File: config.mk
export PLATFORM = sky130hd
export DESIGN_NAME = id_stage_pipe
export DESIGN_NICKNAME = d
export VERILOG_FILES = /design/src/rtl/id_stage_pipe.sv
export SDC_FILE = /design/constraint.sdc
export NUM_CORES = 1
export LEC_CHECK = 0
export BUFFER_PORTS_ARGS = -buffer_cell sky130_fd_sc_hd__buf_2
export CAP_MARGIN = 20
export CORE_MARGIN = 4
export CORE_UTILIZATION = 39
export DETAILED_ROUTE_END_ITERATION = 8
export SETUP_SLACK_MARGIN = 0.15
export SLEW_MARGIN = 15
export SYNTH_ARGS = -nofsm -noshare
export SYNTH_HDL_FRONTEND = slang
export SYNTH_SLANG_ARGS = --single-unit
File: constraint.sdc
create_clock -name clk -period 10 [get_ports clk]
set_input_delay 2 -clock clk [delete_from_list [all_inputs] [get_ports clk]]
set_output_delay 2 -clock clk [all_outputs]
set_load 0.05 [all_outputs]
File: src/rtl/id_stage_pipe.sv
// ---------------------------------------------------------------------------
// id_stage_pipe
//
// Decode stage for an ARM-subset pipeline. It sits between the IF/ID register
// and the EXE stage, and contains:
//   * a field extractor and opcode decoder (data-processing, LDR/STR, B)
//   * a condition check of instr[31:28] against the status flags
//   * an NREG x DW register file with write-back bypass on both read ports
//   * a single-entry ID/EXE output register with a valid/ready handshake,
//     plus hazard stall and flush
//
// Parameters
//   DW    register/data width in bits (8..64)
//   NREG  implemented registers (2..16); indices >= NREG read 0, writes dropped
//
// Ports
//   clk, rst                 clock; synchronous active-low reset
//   in_valid / in_ready      upstream handshake for instr
//   instr, sr                instruction word and status {N,Z,C,V}
//   hazard, flush            stall request and squash from the hazard unit
//   wb_en/wb_dest/wb_data    register-file write-back port
//   out_valid / out_ready    downstream handshake for the ID/EXE bundle
//   src1, src2               combinational read indices for the hazard unit
//   wb_en_o .. rn_valid      registered ID/EXE bundle
// ---------------------------------------------------------------------------
module id_stage_pipe #(
  parameter int DW   = 32,
  parameter int NREG = 16
) (
  input  logic          clk,
  input  logic          rst,
  input  logic          in_valid,
  output logic          in_ready,
  input  logic [31:0]   instr,
  input  logic [3:0]    sr,
  input  logic          hazard,
  input  logic          flush,
  input  logic          wb_en,
  input  logic [3:0]    wb_dest,
  input  logic [DW-1:0] wb_data,
  output logic          out_valid,
  input  logic          out_ready,
  output logic [3:0]    src1,
  output logic [3:0]    src2,
  output logic          wb_en_o,
  output logic          mem_r_en,
  output logic          mem_w_en,
  output logic          b,
  output logic          s,
  output logic [3:0]    exe_cmd,
  output logic [DW-1:0] val_rn,
  output logic [DW-1:0] val_rm,
  output logic          imm,
  output logic [11:0]   shift_operand,
  output logic [23:0]   signed_imm_24,
  output logic [3:0]    dest,
  output logic          two_src,
  output logic          rn_valid
);

  // -------------------------------------------------------------------------
  // Encodings
  // -------------------------------------------------------------------------
  typedef enum logic [1:0] {
    MODE_DP  = 2'b00,
    MODE_MEM = 2'b01,
    MODE_BR  = 2'b10
  } mode_e;

  typedef enum logic [3:0] {
    OP_AND = 4'b0000,
    OP_EOR = 4'b0001,
    OP_SUB = 4'b0010,
    OP_ADD = 4'b0100,
    OP_ADC = 4'b0101,
    OP_SBC = 4'b0110,
    OP_TST = 4'b1000,
    OP_CMP = 4'b1010,
    OP_ORR = 4'b1100,
    OP_MOV = 4'b1101,
    OP_MVN = 4'b1111
  } opcode_e;

  typedef enum logic [3:0] {
    CMD_NONE = 4'b0000,
    CMD_MOV  = 4'b0001,
    CMD_ADD  = 4'b0010,
    CMD_ADC  = 4'b0011,
    CMD_SUB  = 4'b0100,
    CMD_SBC  = 4'b0101,
    CMD_AND  = 4'b0110,
    CMD_ORR  = 4'b0111,
    CMD_EOR  = 4'b1000,
    CMD_MVN  = 4'b1001
  } exe_cmd_e;

  typedef enum logic [3:0] {
    CC_EQ, CC_NE, CC_CS, CC_CC, CC_MI, CC_PL, CC_VS, CC_VC,
    CC_HI, CC_LS, CC_GE, CC_LT, CC_GT, CC_LE, CC_AL, CC_NV
  } cond_e;

  typedef struct packed {
    logic     wb_en;
    logic     mem_r_en;
    logic     mem_w_en;
    logic     b;
    logic     s;
    exe_cmd_e exe_cmd;
  } ctrl_t;

  // -------------------------------------------------------------------------
  // Field extraction
  // -------------------------------------------------------------------------
  mode_e   mode;
  opcode_e opcode;
  cond_e   cond;
  logic    s_bit;
  logic    is_store;

  assign mode     = mode_e'(instr[27:26]);
  assign opcode   = opcode_e'(instr[24:21]);
  assign cond     = cond_e'(instr[31:28]);
  assign s_bit    = instr[20];
  assign is_store = (mode == MODE_MEM) && !s_bit;

  // A store reads its data register through the second port, so the hazard
  // unit must see Rd rather than Rm on src2.
  assign src1 = instr[19:16];
  assign src2 = is_store ? instr[15:12] : instr[3:0];

  // -------------------------------------------------------------------------
  // Opcode decode
  // -------------------------------------------------------------------------
  ctrl_t ctrl;
  logic  rn_used;

  // NOTE: every signal assigned in an always_comb gets a default on entry;
  // otherwise a path that skips it would infer a latch.
  always_comb begin
    ctrl    = '0;
    rn_used = 1'b1;
    unique case (mode)
      MODE_DP: begin
        ctrl.wb_en = 1'b1;
        ctrl.s     = s_bit;
        case (opcode)
          OP_MOV: begin ctrl.exe_cmd = CMD_MOV; rn_used = 1'b0; end
          OP_MVN: begin ctrl.exe_cmd = CMD_MVN; rn_used = 1'b0; end
          OP_ADD: ctrl.exe_cmd = CMD_ADD;
          OP_ADC: ctrl.exe_cmd = CMD_ADC;
          OP_SUB: ctrl.exe_cmd = CMD_SUB;
          OP_SBC: ctrl.exe_cmd = CMD_SBC;
          OP_AND: ctrl.exe_cmd = CMD_AND;
          OP_ORR: ctrl.exe_cmd = CMD_ORR;
          OP_EOR: ctrl.exe_cmd = CMD_EOR;
          // Compares only set flags: no write-back, S always on.
          OP_CMP: begin ctrl.exe_cmd = CMD_SUB; ctrl.wb_en = 1'b0; ctrl.s = 1'b1; end
          OP_TST: begin ctrl.exe_cmd = CMD_AND; ctrl.wb_en = 1'b0; ctrl.s = 1'b1; end
          default: ctrl = '0;
        endcase
      end
      MODE_MEM: begin
        // Address is Rn + offset for both loads and stores; S selects LDR.
        ctrl.exe_cmd  = CMD_ADD;
        ctrl.s        = s_bit;
        ctrl.wb_en    = s_bit;
        ctrl.mem_r_en = s_bit;
        ctrl.mem_w_en = !s_bit;
      end
      MODE_BR: begin
        // Only the branch flag is raised; instr[20] is offset, not S.
        ctrl.b  = 1'b1;
        rn_used = 1'b0;
      end
      default: ctrl = '0;
    endcase
  end

  // -------------------------------------------------------------------------
  // Condition check
  // -------------------------------------------------------------------------
  logic flag_n, flag_z, flag_c, flag_v;
  logic cond_pass;

  assign {flag_n, flag_z, flag_c, flag_v} = sr;

  always_comb begin
    cond_pass = 1'b0;
    case (cond)
      CC_EQ: cond_pass = flag_z;
      CC_NE: cond_pass = !flag_z;
      CC_CS: cond_pass = flag_c;
      CC_CC: cond_pass = !flag_c;
      CC_MI: cond_pass = flag_n;
      CC_PL: cond_pass = !flag_n;
      CC_VS: cond_pass = flag_v;
      CC_VC: cond_pass = !flag_v;
      CC_HI: cond_pass = flag_c && !flag_z;
      CC_LS: cond_pass = !flag_c || flag_z;
      CC_GE: cond_pass = (flag_n == flag_v);
      CC_LT: cond_pass = (flag_n != flag_v);
      CC_GT: cond_pass = !flag_z && (flag_n == flag_v);
      CC_LE: cond_pass = flag_z || (flag_n != flag_v);
      CC_AL: cond_pass = 1'b1;
      default: cond_pass = 1'b0;  // NV never executes
    endcase
  end

  // A failed condition still travels down the pipe, just with no side effects.
  ctrl_t ctrl_eff;
  assign ctrl_eff = cond_pass ? ctrl : '0;

  // -------------------------------------------------------------------------
  // Register file
  // -------------------------------------------------------------------------
  logic [DW-1:0] rf [16];

  // NOTE: the register file is reset entry by entry, so it maps to flops and
  // never to a RAM macro. Entries at or above NREG are never written and stay
  // at zero, leaving them as constants.
  always_ff @(posedge clk) begin
    for (int i = 0; i < 16; i++) begin
      if (!rst) begin
        rf[i] <= '0;
      end else if (wb_en && (wb_dest == 4'(i)) && (i < NREG)) begin
        rf[i] <= wb_data;
      end
    end
  end

  // Same-cycle write-back is forwarded so a reader sees the value being written.
  logic [DW-1:0] rn_data, rm_data;

  assign rn_data = (int'(src1) >= NREG)            ? '0      :
                   (wb_en && (wb_dest == src1))    ? wb_data : rf[src1];
  assign rm_data = (int'(src2) >= NREG)            ? '0      :
                   (wb_en && (wb_dest == src2))    ? wb_data : rf[src2];

  // -------------------------------------------------------------------------
  // Handshake and ID/EXE register
  // -------------------------------------------------------------------------
  logic accept;

  assign in_ready = rst && !hazard && !flush && (!out_valid || out_ready);
  assign accept   = in_valid && in_ready;

  // NOTE: state is updated with non-blocking assignments so every flop samples
  // the pre-edge values, independent of statement order.
  always_ff @(posedge clk) begin
    if (!rst) begin
      out_valid     <= 1'b0;
      wb_en_o       <= 1'b0;
      mem_r_en      <= 1'b0;
      mem_w_en      <= 1'b0;
      b             <= 1'b0;
      s             <= 1'b0;
      exe_cmd       <= '0;
      val_rn        <= '0;
      val_rm        <= '0;
      imm           <= 1'b0;
      shift_operand <= '0;
      signed_imm_24 <= '0;
      dest          <= '0;
      two_src       <= 1'b0;
      rn_valid      <= 1'b0;
    end else if (flush) begin
      out_valid <= 1'b0;
    end else if (accept) begin
      out_valid     <= 1'b1;
      wb_en_o       <= ctrl_eff.wb_en;
      mem_r_en      <= ctrl_eff.mem_r_en;
      mem_w_en      <= ctrl_eff.mem_w_en;
      b             <= ctrl_eff.b;
      s             <= ctrl_eff.s;
      exe_cmd       <= ctrl_eff.exe_cmd;
      val_rn        <= rn_data;
      val_rm        <= rm_data;
      imm           <= instr[25];
      shift_operand <= instr[11:0];
      signed_imm_24 <= instr[23:0];
      dest          <= instr[15:12];
      two_src       <= !instr[25] || is_store;
      rn_valid      <= rn_used;
    end else if (out_ready) begin
      out_valid <= 1'b0;
    end
  end

endmodule

Word level (Yosys, flattened, before mapping)

Memory sizes are Yosys's and may differ from the RTL's.
Cells that the tools add are included.

Memory bits (writable): 512
Memories kept: 1
Logic and storage cells: 209
Register bits: 117
Input port bits: 79

Memories:

| memory | depth | bits a word | rd ports | clocked after memory_dff | write ports | line | text |
|---|---|---|---|---|---|---|---|
| rf     | 16    | 32          | 2        | 0                        | 16          | 216  | `logic [DW-1:0] rf [16];` |

Eq/ne operators: 45
Reductions and logical operators: 50
Multiplexer cells: 80
Bitwise gates (word level): 18

Operators by type and width:

| operator                                      | count |
|---|---|
| 2-to-1 mux 32 bit                             | 18 |
| == test 4 bit, second input constant          | 20 |
| 2-to-1 mux 1 bit                              | 54 |
| == test 4 x 3 -> 1 bit, second input constant | 11 |
| one-hot mux 4 bit (9 select lines)            | 1 |
| logical AND 1 bit                             | 25 |
| == test 4 x 2 -> 1 bit, second input constant | 5 |
| OR 1 bit                                      | 16 |
| one-hot mux 1 bit (15 select lines)           | 1 |
| == test 4 x 1 -> 1 bit, second input constant | 3 |
| logical NOT 4 bit                             | 3 |
| one-hot mux 5 bit (2 select lines)            | 1 |
| OR reduction 2 bit                            | 5 |
| logical NOT 1 bit                             | 9 |
| 2-to-1 mux 9 bit                              | 1 |
| OR reduction 9 bit                            | 1 |
| == test 4 bit                                 | 2 |
| one-hot mux 3 bit (2 select lines)            | 1 |
| logical OR 1 bit                              | 4 |
| 2-to-1 mux 4 bit                              | 1 |
| one-hot mux 1 bit (2 select lines)            | 2 |
| == test 2 x 1 -> 1 bit, second input constant | 1 |
| == test 2 bit, second input constant          | 1 |
| logical NOT 2 bit                             | 1 |
| other kinds (5)                               | 6 |

Logic depth before layout (Yosys ltp)

Depth in word-level cells: 6
Mapped depth: 13
Depth with buffers taken out: 7

Least setup slack after synthesis

Ideal clock, no wire load.

Path type: input to output
Start point: in instr[26]
End point: out src2[3]
Arrival: 3.638 ns
Cell stages on the path: 9
Setup slack: 4.362 ns
Buffers on the path: 6
Path through: buf_4 > or3b_1 > buf_2 > buf_4 > mux2i_2 > inv_2 > buf_4 > buf_4 > buf_4

Cells in the longest elaborated chain, start to end: 3

RTL lines:

| item                   | line | text |
|---|---|---|
| start, declared        | 34   | `input logic [31:0] instr,` |
| == test 2 x 1 -> 1 bit | 124  | `assign is_store = (mode == MODE_MEM) && !s_bit;` |
| logical AND 1 bit      | 124  |  |
| 2-to-1 mux 4 bit       | 129  | `assign src2 = is_store ? instr[15:12] : instr[3:0];` |
| end, declared          | 44   | `output logic [3:0] src2,` |

Every way passes these cells.

Final worst setup path

Start point: in instr[26]
End point: out src2[2]

Same word-level chain as after synthesis.

==> results.sh <==
export IMPL_skew_ps=28.0
export IMPL_hold_buffers=0
export IMPL_max_freq_mhz=142
export IMPL_finalSetupTns_ps=0
export IMPL_hold_class="reg -> reg"
export IMPL_num_rows=108
export IMPL_fill_cells=7747
export IMPL_wl_per_cell_microns=31.0
export IMPL_die_w_microns=304
export IMPL_slew_headroom_pct=16.8
export IMPL_grt_overflow_total=0
export IMPL_layout_drive_gt1_share_pct=25.9
export IMPL_grt_pass1_wl_microns=176000
export IMPL_period_minus_slack_ps=7020
export IMPL_setup_viol=0
export IMPL_initial_core_util_pct=39.4
export IMPL_cts_resized_gates=0
export IMPL_cts_sinks=613
export IMPL_drc=0
export IMPL_cp_max_fo=58
export IMPL_post_drt_via_cell_ratio=6.31
export IMPL_postRouteAntennaNets=0
export IMPL_cts_tree="yes"
export IMPL_status="complete, no violations"
export IMPL_io_pins=205
export IMPL_postCtsSetupRepairBufs=0
export IMPL_cts_root_buf="clkbuf_16"
export IMPL_insertion_delay_ps=620
export IMPL_rr_startpoint="out_valid$_SDFFE_PP0P_"
export IMPL_drt_iter0_drc=2917
export IMPL_synth_top_cell_area_share_pct=45.0
export IMPL_crit_path_start_kind="input pin"
export IMPL_tightest_slew_ps=1250
export IMPL_path_class="in -> out"
export IMPL_portBuffers=204
export IMPL_grt_max_degree=79
export IMPL_arrival_ps=5020
export IMPL_period_share_pct=70.2
export IMPL_ctsLongestPathBuffers=3
export IMPL_cts_htree_levels=3
export IMPL_slew_violations=0
export IMPL_total_leakage_power_nw=13.8
export IMPL_crit_path_start="instr[26]"
export IMPL_worstPathRequired_ps=8000
export IMPL_synth_edf_count=512
export IMPL_gr_usage_all_layers_pct=25.9
export IMPL_power_density_nw_per_um2=171
export IMPL_synth_cell_type_count=69
export IMPL_fp_dieH_microns=304
export IMPL_area_delta_synth_final_pct=12.7
export IMPL_post_synth_top_area_cell="edfxtp_1"
export IMPL_avgSynthCellArea_sq_um=12.9
export IMPL_die_area_sq_um=92500
export IMPL_hpwlAfterDp_microns=69700
export IMPL_async_reset_ff_share_pct=0
export IMPL_synth_seq_cells=613
export IMPL_ys_seq_area_share_pct=50.9
export IMPL_ir_worst_vdd_v=0.000101
export IMPL_netlist_top_cells_area="edfxtp_1 45%, mux4_2 17%, and2_1 9.4%"
export IMPL_drt_wl_total_microns=122000
export IMPL_final_nets=2796
export IMPL_coreArea_sq_um=86900
export IMPL_synth_fp_nets=2739
export IMPL_antenna_found_initial=5
export IMPL_drt_pass1_iterations=5
export IMPL_min_from="wb_en_o$_SDFFE_PN0P_"
export IMPL_num_vias=24800
export IMPL_path_clk_slew_ps=60
export IMPL_end_kind="output pin"
export IMPL_grt_pass1_vias=25400
export IMPL_cap_violations=0
export IMPL_synth_main_ff_cell="edfxtp_1"
export IMPL_synth_cell_area_sq_um=34200
export IMPL_finalHoldViolCount=0
export IMPL_whs_ps=457
export IMPL_ys_warn_count=0
export IMPL_rsz0062_at_grt="false"
export IMPL_place_congestion=0.869
export IMPL_cts_made_buffers=72
export IMPL_synth_cells=2660
## power by group
group	internal [mW]	leakage, nW	switching, mW	total, mW
combinational	0.357	6.96	0.578	0.935
sequential	2.92	5.72	0.0992	3.02
clock	1.54	1.13	1.09	2.63
total	4.82	13.8	1.77	6.58
## Yosys cell counts, drive strengths merged (27+ instances only)
cell type    n
a2111oi     47
a21boi      27
a21oi       69
a31oi       48
a32oi       31
and2       512
buf         98
clkbuf     189
dfxtp      101
edfxtp     512
mux2        33
mux2i      169
mux4       254
nand2      189
nor2        59
nor3        34
o21ai       90
## layout make-up
cell class / instances / area, sq um / area share, %
Antenna cell: 2 / 5.00 / 0.0130
Clock buffer: 94 / 1970 / 5.10
Clock inverter: 37 / 338 / 0.876
Inverter: 9 / 36.3 / 0.0941
Multi-Input combinational cell: 1751 / 15800 / 41.0
Sequential cell: 613 / 17400 / 45.1
Tap cell: 1155 / 1450 / 3.75
Timing Repair Buffer: 270 / 1570 / 4.07
## placed cells by master (no fill, tap or decap), types with 18 or more instances in the layout
cell / synthesis / routed
edfxtp_1: 512 / 512
dfxtp_1: 101 / 101
nor3_1: 33 / 33
nor2b_1: 18 / 18
o211ai_1: 18 / 18
a31oi_1: 48 / 48
mux4_2: 254 / 254
a32oi_1: 31 / 31
a2111oi_0: 47 / 47
clkbuf_16: 0 / 74
nand2_1: 188 / 187
buf_2: 32 / 197
buf_4: 33 / 68
and3_1: 20 / 19
o21ai_0: 88 / 72
a21oi_1: 69 / 69
a21boi_0: 26 / 26
nor2_1: 57 / 41
mux2i_1: 165 / 165
mux2_2: 33 / 33
and2_1: 512 / 512
## sequential cells by signal, summed over array words and instances, names as in the netlist, 4 cells and up
| register | cells |
|---|---|
| val_rn | 32 |
| signed_imm_24 | 13 |
| shift_operand | 11 |
| exe_cmd | 4 |
| val_rm | 32 |
| rf | 512 |
## per-stage QoR
step / power (mW) / setup WS, ps / util, % / std cells / cell area (sq um)
detailed placement: 3.99 / 3090 / 41.7 / 3795 / 36200
CTS: 6.59 / 3110 / 44.3 / 3926 / 38500
floorplan: 3.66 / 4360 / - / 2660 / 34200
finish: 6.58 / 2980 / 44.4 / 3931 / 38600
global placement: 3.96 / 3200 / 41.6 / 3795 / 36200
global route: 6.78 / 3010 / 44.4 / 3929 / 38500
## worst max-delay path, cell delays in order
cell and delay [ps]:
buf_2 160, or3b_2 220, buf_4 710, mux2i_4 350, buf_4 370, clkinv_1 530, buf_4 380, buf_2 250
## path summary, 6_finish.rpt
check	endpoint	depth (start not counted)	slack [ps]
min	wb_en_o$_SDFFE_PN0P_	2	460
max reg2reg	val_rm[20]$_SDFFE_PN0P_	6	7270
min reg2reg	wb_en_o$_SDFFE_PN0P_	2	460
max	src2[2]	8	2980
## logic make-up (layout without fill, tap and decap cells)
family | Yosys count | after routing | share of synthesized area [%]
other | 0 | 2 | 0
multiplexers | 456 | 456 | 22.9
XOR/XNOR | 11 | 11 | 0.282
buffers and inverters | 296 | 410 | 3.75
AO/OA/AOI/OAI | 401 | 401 | 7.92
AND/OR/NAND/NOR | 883 | 883 | 14.3
flip-flops | 613 | 613 | 50.9
## metal layers
layer | vias to the layer above | track usage [%] | share of wire, %
li1 | 10300 | - | -
met3 | 293 | 6.34 | 10
met4 | 0 | 10.4 | 4.3
met1 | 12700 | 33.5 | 38
met5 | - | 0.207 | 0
met2 | 1533 | 42.1 | 47
Note: power is estimated with default switching activity, not from simulation.
